--- config.mk ---
export PLATFORM = sky130hd
export DESIGN_NAME = sdram_arbiter
export DESIGN_NICKNAME = d
export VERILOG_FILES = /design/src/rtl/sdram_arbiter.sv
export SDC_FILE = /design/constraint.sdc
export NUM_CORES = 1
export LEC_CHECK = 0
export CAP_MARGIN = 5
export CORE_AREA = 2 2 143 145
export DETAILED_ROUTE_END_ITERATION = 6
export DIE_AREA = 0 0 145 147
export PLACE_DENSITY = 0.48
export SLEW_MARGIN = 0
export SYNTH_ARGS = -nofsm -noshare
export SYNTH_HDL_FRONTEND = slang
export SYNTH_SLANG_ARGS = --single-unit
--- constraint.sdc ---
create_clock -name CLK -period 2.6 [get_ports CLK]
set_input_delay 0.39 -clock CLK [delete_from_list [all_inputs] [get_ports CLK]]
set_output_delay 0.39 -clock CLK [all_outputs]
set_load 0.005 [all_outputs]
--- src/rtl/sdram_arbiter.sv ---
// -----------------------------------------------------------------------------
// sdram_arbiter
//
// Shares the single command port of the SDRAM controller between N_SRC burst
// requesters such as cache fill/write-back engines, display fetch and DMA.
// One requester is granted at a time, and the grant is held for a complete
// BURST-beat transfer. The arbiter forwards the access descriptor, the write
// beats, the read beats and the per-beat acknowledges.
//
// Optional build macro:
//   SDRAM_ARB_PRIORITY_EN - when defined, source 0 has absolute priority. The
//                           remaining sources share round-robin among
//                           themselves. When undefined, the arbiter is pure
//                           round-robin over all sources.
//
// Parameters:
//   N_SRC  number of requesters (2..16)
//   BURST  beats per granted transfer (power of two, >= 2)
//
// Ports:
//   CLK             system clock
//   RESET_IN        synchronous active-high reset
//   SRC_REQ_IN      per-source burst request level
//   SRC_WRITE_IN    per-source direction (1 = write)
//   SRC_ACS_IN      per-source burst start descriptor
//   SRC_WDATA_IN    per-source current write beat
//   SRC_ACK_OUT     per-beat acknowledge, granted source only
//   SRC_DATA_OUT    read beat broadcast to all sources (valid with ACK)
//   DRAM_REQ_OUT    request to the controller, high for the whole burst
//   DRAM_WRITE_OUT  direction of the granted burst
//   DRAM_ACS_OUT    descriptor of the granted burst
//   DRAM_WDATA_OUT  write beat of the granted source
//   DRAM_DATA_IN    read beat from the controller
//   DRAM_ACK_IN     beat acknowledge from the controller
// -----------------------------------------------------------------------------

package SDRAM_PKG;
  typedef logic [31:0] data_t;

  typedef struct packed {
    logic [1:0]  bank;
    logic [12:0] row;
    logic [9:0]  col;
  } dram_access_t;
endpackage

module sdram_arbiter #(
  parameter int N_SRC = 4,
  parameter int BURST = 8
) (
  input  logic                                 CLK,
  input  logic                                 RESET_IN,
  input  logic [N_SRC-1:0]                     SRC_REQ_IN,
  input  logic [N_SRC-1:0]                     SRC_WRITE_IN,
  input  SDRAM_PKG::dram_access_t [N_SRC-1:0]  SRC_ACS_IN,
  input  SDRAM_PKG::data_t [N_SRC-1:0]         SRC_WDATA_IN,
  output logic [N_SRC-1:0]                     SRC_ACK_OUT,
  output SDRAM_PKG::data_t                     SRC_DATA_OUT,
  output logic                                 DRAM_REQ_OUT,
  output logic                                 DRAM_WRITE_OUT,
  output SDRAM_PKG::dram_access_t              DRAM_ACS_OUT,
  output SDRAM_PKG::data_t                     DRAM_WDATA_OUT,
  input  SDRAM_PKG::data_t                     DRAM_DATA_IN,
  input  logic                                 DRAM_ACK_IN
);

  localparam int IW = (N_SRC > 1) ? $clog2(N_SRC) : 1;
  localparam int BW = (BURST > 1) ? $clog2(BURST) : 1;

  localparam logic [IW-1:0] LAST_SRC  = IW'(N_SRC - 1);
  localparam logic [BW-1:0] LAST_BEAT = BW'(BURST - 1);

  typedef enum logic {
    IDLE = 1'b0,
    BUSY = 1'b1
  } state_t;

  state_t        state_q, state_d;
  logic [IW-1:0] grant_q, grant_d;
  logic [IW-1:0] last_q,  last_d;
  logic [BW-1:0] beat_q,  beat_d;

  logic [IW-1:0] winner_s;
  logic          found_s;
  logic          busy_s;

  assign busy_s = (state_q == BUSY);

  // Winner selection: scan from last+1 with wrap, so the most recent winner
  // is visited last. That ordering gives the N_SRC-1 starvation bound.
  always_comb begin
    logic          hit_v;
    logic [IW-1:0] idx_v;
    winner_s = '0;
    found_s  = 1'b0;
`ifdef SDRAM_ARB_PRIORITY_EN
    // Source 0 pre-empts the rotation. The scan below skips it.
    found_s  = SRC_REQ_IN[0];
    winner_s = '0;
`endif
    for (int i = 1; i <= N_SRC; i++) begin
      idx_v = IW'((int'(last_q) + i) % N_SRC);
`ifdef SDRAM_ARB_PRIORITY_EN
      hit_v = !found_s && SRC_REQ_IN[idx_v] && (idx_v != '0);
`else
      hit_v = !found_s && SRC_REQ_IN[idx_v];
`endif
      winner_s = hit_v ? idx_v : winner_s;
      found_s  = found_s | hit_v;
    end
  end

  // Next-state logic for the grant FSM, the rotation pointer and the beat counter.
  always_comb begin
    state_d = state_q;
    grant_d = grant_q;
    last_d  = last_q;
    beat_d  = beat_q;
    case (state_q)
      IDLE: begin
        if (found_s) begin
          state_d = BUSY;
          grant_d = winner_s;
          beat_d  = '0;
`ifdef SDRAM_ARB_PRIORITY_EN
          // Priority grants to source 0 leave the rotation where it was.
          if (winner_s != '0) begin
            last_d = winner_s;
          end else begin
            last_d = last_q;
          end
`else
          last_d  = winner_s;
`endif
        end else begin
          state_d = IDLE;
        end
      end
      BUSY: begin
        if (DRAM_ACK_IN) begin
          // The counter is BURST-sized, so it wraps to 0 on the last beat.
          beat_d = beat_q + 1'b1;
          if (beat_q == LAST_BEAT) begin
            state_d = IDLE;
          end else begin
            state_d = BUSY;
          end
        end else begin
          state_d = BUSY;
        end
      end
      default: begin
        state_d = IDLE;
      end
    endcase
  end

  // State registers with synchronous reset. A reset mid-burst drops the remaining beats.
  always_ff @(posedge CLK) begin
    if (RESET_IN) begin
      state_q <= IDLE;
      grant_q <= '0;
      last_q  <= LAST_SRC;
      beat_q  <= '0;
    end else begin
      state_q <= state_d;
      grant_q <= grant_d;
      last_q  <= last_d;
      beat_q  <= beat_d;
    end
  end

  // Per-beat acknowledge routed to the granted source with zero added latency.
  // Stray acknowledges while idle are swallowed.
  always_comb begin
    SRC_ACK_OUT = '0;
    if (busy_s && DRAM_ACK_IN) begin
      SRC_ACK_OUT[grant_q] = 1'b1;
    end else begin
      SRC_ACK_OUT = '0;
    end
  end

  // Controller-side command path. The muxes follow the grant even while idle.
  assign DRAM_REQ_OUT   = busy_s;
  assign DRAM_WRITE_OUT = SRC_WRITE_IN[grant_q];
  assign DRAM_ACS_OUT   = SRC_ACS_IN[grant_q];
  assign DRAM_WDATA_OUT = SRC_WDATA_IN[grant_q];

  // Read data is broadcast. A source qualifies it with its own ACK.
  assign SRC_DATA_OUT   = DRAM_DATA_IN;

endmodule

Yosys cells after proc, flatten, opt, wreduce, memory -nomap -nowiden
Cells that the tools add are included.
Widths: inputs -> output; s select.
{"block": "word_totals", "word_cells": 60, "input_bits": 271, "mem_count": 0, "mem_bits_ro": 0, "latchBits": 0, "reg_bits": 8, "mem_bits_rw": 0}
{"block": "op_classes", "magnitude_cmp": 6, "div": 0, "n_reduce_logical": 10, "addsub": 5, "n_mul": 0, "n_eq_ne": 3, "shifts": 0, "bitwise": 4, "n_mux": 28}
{"operator": "$bmux 32 s2", "count": 1}
{"operator": "$bmux 25 s2", "count": 1}
{"operator": "$mux 32", "count": 1}
{"operator": "$mux 25", "count": 1}
{"operator": "$lt 2x3->1 const B", "count": 5}
{"operator": "$bmux 1 s2", "count": 5}
{"operator": "$mux 1", "count": 9}
{"operator": "$mux 2", "count": 4}
{"operator": "$mux 3", "count": 2}
{"operator": "$pmux 3 s2", "count": 1}
{"operator": "$logic_and 1x1->1", "count": 5}
{"operator": "$add 2x1->2 const B", "count": 2}
{"operator": "$add 2x2->2 const B", "count": 2}
{"operator": "$mux 4", "count": 1}
{"operator": "$ne 2x2->1 const B", "count": 2}
{"operator": "$reduce_and 2->1", "count": 2}
{"operator": "$add 3x1->3 const B", "count": 1}
{"operator": "$eq 3x3->1 const B", "count": 1}
{"operator": "$logic_not 1->1", "count": 3}
{"operator": "$or 1x1->1", "count": 3}
{"operator": "$demux 1 s2", "count": 1}
{"operator": "$ge 2x1->1 const B", "count": 1}
{"operator": "$pmux 1 s2", "count": 1}
{"operator": "$not 1->1", "count": 1}

Depth between registers and ports, before layout
Gate-level depths: netlist (run 1).
{"block": "depth", "word_depth": 14, "depth_mapped": 4, "ltp_nobuf": 4}

Worst setup path after synthesis (run 1)
OpenSTA, ideal clock, no wires.
{"block": "synth_timing", "path_kind": "register -> output", "start": "register grant_q[0]", "end": "output DRAM_ACS_OUT[0] (netlist bit)", "arrival_ns": 1.311, "n_path_buf": 2, "required_ns": 2.210, "path_stages_with_launch": 4, "path_slack_ns": 0.899, "cell_sequence": "dfxtp_1 > buf_2 > buf_2 > mux4_2"}
{"element": "from (decl)", "line": "79", "text": "logic [IW-1:0] grant_q, grant_d;"}
{"element": "from (signal assigned)", "line": "167", "text": "grant_q <= grant_d;"}
{"element": "to (decl)", "line": "61", "text": "output SDRAM_PKG::dram_access_t DRAM_ACS_OUT,"}

Worst setup path after layout (run 1)
{"block": "layout_timing", "start": "register grant_q[0]", "end": "output DRAM_WDATA_OUT[9]"}
{"block": "layout_between", "elab_chain_cells": 2}
{"element": "$bmux 32 s2", "line": "188", "text": "assign DRAM_WDATA_OUT = SRC_WDATA_IN[grant_q];"}
{"element": "$mux 32 (implied by the code)", "line": "188"}
{"element": "to (decl)", "line": "62", "text": "output SDRAM_PKG::data_t DRAM_WDATA_OUT,"}
No other way between the ends. The select of a mux whose other input is x is not followed.

==> results of run 1 <==
## cells by family after synthesis
logic type,Yosys count
AND/OR/NAND/NOR,18
AO/OA/AOI/OAI,18
flip-flops,8
multiplexers,60
adder cells (fa/ha/maj),2
buffers and inverters,49
## worst max-delay path, delay by kind of cell (launching register included)
kind / cells / cell delay [ns]
buf+inv: 2 / 0.70
mux: 1 / 0.54
flops: 1 / 0.45
## layout by cell type (no fill, tap or decap), drive strengths merged, types with 2 or more instances in the layout
master | netlist | routed
a21oi | 2 | 2
buf | 40 | 12
clkbuf | 6 | 4
clkdlybuf4s50 | 0 | 301
dfxtp | 8 | 8
ha | 2 | 2
inv | 3 | 3
mux4 | 58 | 58
nand2 | 5 | 5
nand3 | 2 | 2
nor2 | 2 | 2
o211ai | 2 | 2
o21ai | 5 | 5
## what timing repair did
| item | CTS | global route |
|---|---|---|
| endpoints found under the setup margin | 0 | 1 |
| buffers inserted | 0 | 5 |
| hold buffers | 0 | 0 |
## metrics by stage
step / utilization / std cells / setup WS, ns
global route: 0.2682 / 696 / 0.1762
finish: 0.2682 / 696 / 0.2769
global placement: 0.2624 / 687 / 0.3358
detailed placement: 0.2624 / 687 / 0.3195
floorplan: - / 155 / 0.8992
CTS: 0.2663 / 691 / 0.06660
## power breakdown
group,internal [mW],switching (mW)
combinational,0.741,0.265
clock,0.205,0.0656
sequential,0.132,0.0173
## layer usage
layer  vias up  global-route usage
met2       168              0.2040
met4         2             0.01634
met1      1295              0.1313
met3        11             0.04255
met5         -                   0
li1       1179                   -
## how the worst min path moves through the flow
stage,end,startpoint,cells after the start
floorplan,beat_q[0],beat_q[0],1
global placement,beat_q[0],beat_q[0],1
detailed placement,beat_q[0],beat_q[0],1
CTS,beat_q[0],beat_q[0],1
global route,beat_q[0],beat_q[0],1
finish,beat_q[1],beat_q[1],2
## flip-flops by register name (all words and copies together), names as in the netlist
| register | flops |
|---|---|
| beat_q | 3 |
| grant_q | 2 |
| last_q | 2 |
| DRAM_REQ_OUT | 1 |
## layout make-up
| cell class | count | area (um^2) |
|---|---|---|
| multi-input combinational | 98 | 1589 |
| inverter | 3 | 11.26 |
| timing repair buffer | 313 | 3141 |
| clock buffer | 4 | 78.83 |
| fill | 2039 | 14520 |
| sequential | 8 | 165.2 |
| tap | 270 | 337.8 |
==> results by group, run 1 <==
Synthesis
  – Yosys cell types: 36
  – Synth Area in XOR/XNOR: 0
  – Synthesized-area fraction occupied by ao, oa, aoi and oai cells: 0.06553
  – Syn Inst Count: 155
  – EDFF count, synth: 0
  – Main combinational cell family by area after synthesis: multiplexers
  – Ys flop type: dfxtp_1
  – Synth Area in Simple Gates: 0.04733
  – Most common cell in the synthesized netlist: mux4_2
  – Top post-synthesis cells by area: mux4_2, buf_4, dfxtp_1, buf_2, ha_1
  – Mapped cell area: 2062 um^2
  – Post-synthesis mux area share: 0.6456
  – Syn Area/Cell: 13.30 um^2
  – Synthesized flop and latch total: 8
  – Top-area cell type share of the netlist area: 0.6335
  – Ys async rst share: 0
  – Sequential cell area fraction in the yosys report: 0.07767
  – Commonest cells post-synth: mux4_2, buf_4, dfxtp_1
  – Post-synthesis adder-cell area fraction: 0.01214
  – Yosys Warn Count: 0
  – Syn_nets: 428
  – Cell taking the most area after synthesis: mux4_2

Power
  – Final Power: between 1 and 1.5 mW
  – VDD IR max: approximately 0.22 mV
  – Pwr per Cell Area: 267.9 nW/um^2
  – Leakage: 1.786 nW

Global route
  – Initial antenna violation count: 2
  – Vias in the first global route: 2900
  – GRT Residual Overflow: 0
  – First-pass GRT wire length: 18740 um
  – Largest net degree at the start of global routing: 59
  – Global Route Usage Sum: 0.1134

Timing
  – Final Setup Violations: 0
  – Worst slew pin tran: 0.5441 ns
  – RSZ-0062 raised after global routing: false
  – Period minus WS final: between 2 and 2.5 ns
  – Fin Setup TNS: 0 ns
  – Final worst path period share: 0.8935
  – Worst hold slack: 0.4619 ns
  – F_max: 0.4305 GHz
  – Layout Skew: 0.005179 ns
  – Max transition margin: 0.6339
  – Hold Fails Final Rpt: 0
  – Count of pins over their slew limit: 0

Floorplan
  – Top Ports: around 370
  – Row count: 52
  – Core area: 19840 um^2
  – Starting Density: 0.1039
  – Die ar.: roughly 21000 um^2
  – Die Ht: 147 um
  – Die W: between 100 and 150 um

Flow run
  – Max Cap Viol: 0

Detailed routing
  – DRC viols: 0
  – Met1 WL: 4790 um
  – DR WL met2: between 6000 and 7000 um
  – Vias: 2655
  – DR iter-0 viols: 32
  – Routed wire per std cell: 18.20 um
  – DRT antenna net count: 0
  – Drt total wl: ~13000 um
  – Top Metal Used: met5
  – Met3 Wirelength: 1195 um
  – DRT Pass-1 Iters: 4
  – Vias per std cell: 3.815

Critical path
  – Worst reg2reg path depth: 3
  – Critical path class: register to primary output
  – CP max FO: 19
  – Worst Setup EP: DRAM_WDATA_OUT[9]
  – Worst endpoint required time: 2.21 ns
  – R2R Setup Slk: 1.43 ns
  – Setup crit start kind: register
  – R2r endpoint: grant_q[0]
  – Critical path's slowest cell: mux4_2
  – Crit end category: primary output
  – Slowest stage delay, CP: 0.54 ns
  – Critical-path cell list: buf_12 -> mux4_2 -> clkdlybuf4s50_1
  – Reg2reg start: last_q[1]
  – Critical Path AT: 1.93 ns
  – Crit path from: grant_q[0]

Layout
  – Layout area overhead: 158.1%
  – Layout cell share with drive strength beyond 1: 0.1878
  – ANT cells: 0
  – Fin nets: 700
  – Post-route cell area: 5323 um^2

Clock tree
  – Reg clk slew, reported paths: roughly 0.04 ns
  – Root Buffer: clkbuf_16
  – Post-CTS Resized: 0
  – H-tree Lvls: 1
  – TritonCTS buffer count: 3
  – Count of clock tree sinks: 8
  – Clock Latency Late Sink: 0.24 ns
  – CTS tree: done
  – Max clock buf depth: 2

Placement
  – Routability cong.: 0.8757
  – Final HPWL DP: 11120 um
  – DP Area: ~5200 um^2
  – PortBufs: 301

Worst hold path
  – Hold WC Path Type: register to register

Status
  – Status: finished clean
No activity file was read; power rests on OpenSTA's default activity.
==> inputs of run 2 (changes only) <==
--- a/config.mk
+++ b/config.mk
@@ -10,6 +10,7 @@
 export DETAILED_ROUTE_END_ITERATION = 6
 export DIE_AREA = 0 0 145 147
 export PLACE_DENSITY = 0.48
+export SETUP_SLACK_MARGIN = 0.3
 export SLEW_MARGIN = 0
 export SYNTH_ARGS = -nofsm -noshare
 export SYNTH_HDL_FRONTEND = slang
==> results by group, run 2 (same netlist as run 1, synthesis figures left out) <==
Detailed routing
  – DRT antenna net count: 0 (unchanged)
  – Routed wire per std cell: 19.13 um (+5.1%)
  – Drt total wl: 13490 um (+6.5%)
  – DRT Pass-1 Iters: 4 (unchanged)
  – DR iter-0 viols: 47 (+47%)
  – Vias per std cell: 3.850 (+0.92%)
  – DRC viols: 0 (unchanged)
  – Vias: 2714 (+2.2%)

Timing
  – Final Setup Violations: 0 (unchanged)
  – Fin Setup TNS: 0 ns (unchanged)
  – Count of pins over their slew limit: 0 (unchanged)
  – F_max: 0.4426 GHz (+2.8%)
  – Period minus WS final: 2.259 ns (-0.06384 ns)
  – Worst slew pin tran: 0.5544 ns (+0.01028 ns)
  – RSZ-0062 raised after global routing: true
  – Layout Skew: 0.006016 ns (+0.0008375 ns)
  – Hold Fails Final Rpt: 0 (unchanged)
  – Final worst path period share: 0.8690 (-0.02455)
  – Max transition margin: 0.6270 (-0.006915)

Clock tree
  – Root Buffer: clkbuf_16
  – CTS tree: done
  – CTS Hold Bufs: 0 (unchanged)
  – Count of clock tree sinks: 8 (unchanged)
  – Reg clk slew, reported paths: 0.04 ns (about the same)
  – Clock Latency Late Sink: 0.24 ns (about the same)
  – Max clock buf depth: 2 (unchanged)
  – TritonCTS buffer count: 3 (unchanged)
  – H-tree Lvls: 1 (unchanged)

Placement
  – Routability cong.: 0.8757 (unchanged)
  – Final HPWL DP: 11120 um (unchanged)
  – PortBufs: 301 (unchanged)

Critical path
  – Worst endpoint required time: 2.21 ns (about the same)
  – Critical path class: register to primary output
  – Setup crit start kind: register
  – R2R Setup Slk: 1.42 ns (about the same)
  – Critical Path AT: 1.87 ns (-0.06 ns)
  – Crit end category: primary output
  – CP max FO: 7 (-12)

Floorplan
  – Die Ht: 147 um (unchanged)
  – Starting Density: 0.1039 (unchanged)
  – Row count: 52 (unchanged)
  – Die ar.: 21320 um^2 (unchanged)
  – Die W: 145 um (unchanged)
  – Core area: 19840 um^2 (unchanged)
  – Top Ports: 366 (unchanged)

Global route
  – Largest net degree at the start of global routing: 59 (unchanged)
  – GRT Residual Overflow: 0 (unchanged)
  – Global Route Usage Sum: 0.1158 (+0.002450)
  – Initial antenna violation count: 3 (+1)
  – First-pass GRT wire length: 19040 um (+1.6%)
  – Vias in the first global route: 2942 (+1.4%)

Power
  – Pwr per Cell Area: 262.9 nW/um^2 (-1.9%)
  – Sw Ratio: 0.2504 (+0.006603)
  – Leakage: 2.032 nW (+14%)
  – Combinational group share of total power: 0.711 (+0.005)
  – Sequential Power Share: 0.101 (-0.004)
  – NetSw: 0.3629 mW (+4.4%)
  – Internal power: 1.086 mW (+0.76%)
  – VDD IR max: 0.2101 mV (-5.6%)
  – Clock Power Share: 0.187 (-0.003)

Layout
  – Layout cell share with drive strength beyond 1: 0.2046 (+0.01680)
  – Commonest non-fill, non-tap cell in the layout: clkdlybuf4s50_1
  – Layout area overhead: 167.4%
  – Fin nets: 709 (+1.3%)
  – Largest register by flop count: beat_q
  – Core Util, Final: 0.2778 (+0.009584)
  – Max reg flops: 3 (unchanged)
  – Most frequent cells in the layout: clkdlybuf4s50_1, mux4_2, dlygate4sd2_1
  – ANT cells: 0 (unchanged)
  – Largest registers: beat_q: 3 flops, grant_q: 2 flops, last_q: 2 flops
  – # fillers: 2049 (+0.49%)

Flow run
  – Max Cap Viol: 0 (unchanged)

Worst hold path
  – Hold WC Path Type: register to register

Status
  – Status: finished clean
==> run 2: cell types whose count changed in the layout (fill, tap and decap cells not counted), moves of 2 or more <==
cell,previous run,this run
dlymetal6s2s_1,0,15
clkbuf_16,3,5
buf_16,0,2
buf_6,0,3
clkdlybuf4s50_1,301,269
dlygate4sd2_1,0,17
==> run 2: area by class of cell <==
cell class	count	area [um^2]	area share
repair buffers	322	3331	0.6042
flip-flops and latches	8	165.2	0.02996
well taps	270	337.8	0.06128
inverters	3	11.26	0.002043
clock buffers	4	78.83	0.01430
multi-input cells	98	1589	0.2882
==> run 2: power by group through the flow <==
| stage | Combinational, mW | Sequential (mW) | Clock [mW] |
|---|---|---|---|
| 3_3_place_gp | 0.995 | 0.159 | 0 |
| 2_1_floorplan | 0.369 | 0.140 | 0 |
| 4_1_cts | 1.02 | 0.144 | 0.273 |
| 5_1_grt | 1.10 | 0.150 | 0.279 |
| 3_5_place_dp | 1.00 | 0.159 | 0 |
| 6_report | 1.03 | 0.147 | 0.271 |
==> run 2: through the flow <==
| step | worst slack (ns) | instances | instance area [um^2] | hold slack [ns] | power [mW] |
|---|---|---|---|---|---|
| 6_report | 0.3407 | 705 | 5513 | 0.4619 | 1.449 |
| 5_1_grt | 0.2915 | 705 | 5513 | 0.4836 | 1.527 |
| 4_1_cts | 0.2685 | 699 | 5365 | 0.4659 | 1.442 |
| 3_5_place_dp | 0.3195 | 687 | 5206 | 0.4580 | 1.161 |
| 3_3_place_gp | 0.3358 | 687 | 5206 | 0.4515 | 1.154 |
| 2_1_floorplan | 0.8992 | 155 | 2062 | 0.4373 | 0.5081 |
==> run 2: what timing repair did <==
item / CTS / global route
pin swaps: 0 / 0
endpoints found under the setup margin: 47 / 37
gates cloned: 1 / 2
buffers inserted: 7 / 4
gates resized for setup: 18 / 22
==> run 2: metal layers <==
metal,track usage,wire length (um),vias up
met5,0,13,-
li1,-,-,1201
met2,0.2090,6936,175
met4,0.01634,121,2
met3,0.04534,1381,13
met1,0.1326,5032,1323
==> run 2: worst paths after layout <==
check | to | depth (start not counted) | from
max reg2reg | grant_q[0] | 3 | last_q[1]
min | beat_q[1] | 2 | beat_q[1]
max | DRAM_ACS_OUT[0] | 4 | grant_q[0]
min reg2reg | beat_q[1] | 2 | beat_q[1]
==> run 2: worst max-delay path: stages, from the launching register on <==
cell and delay, ns:
dfxtp_4 0.37, buf_12 0.13, clkbuf_16 0.16, mux4_2 0.50, clkdlybuf4s50_1 0.47
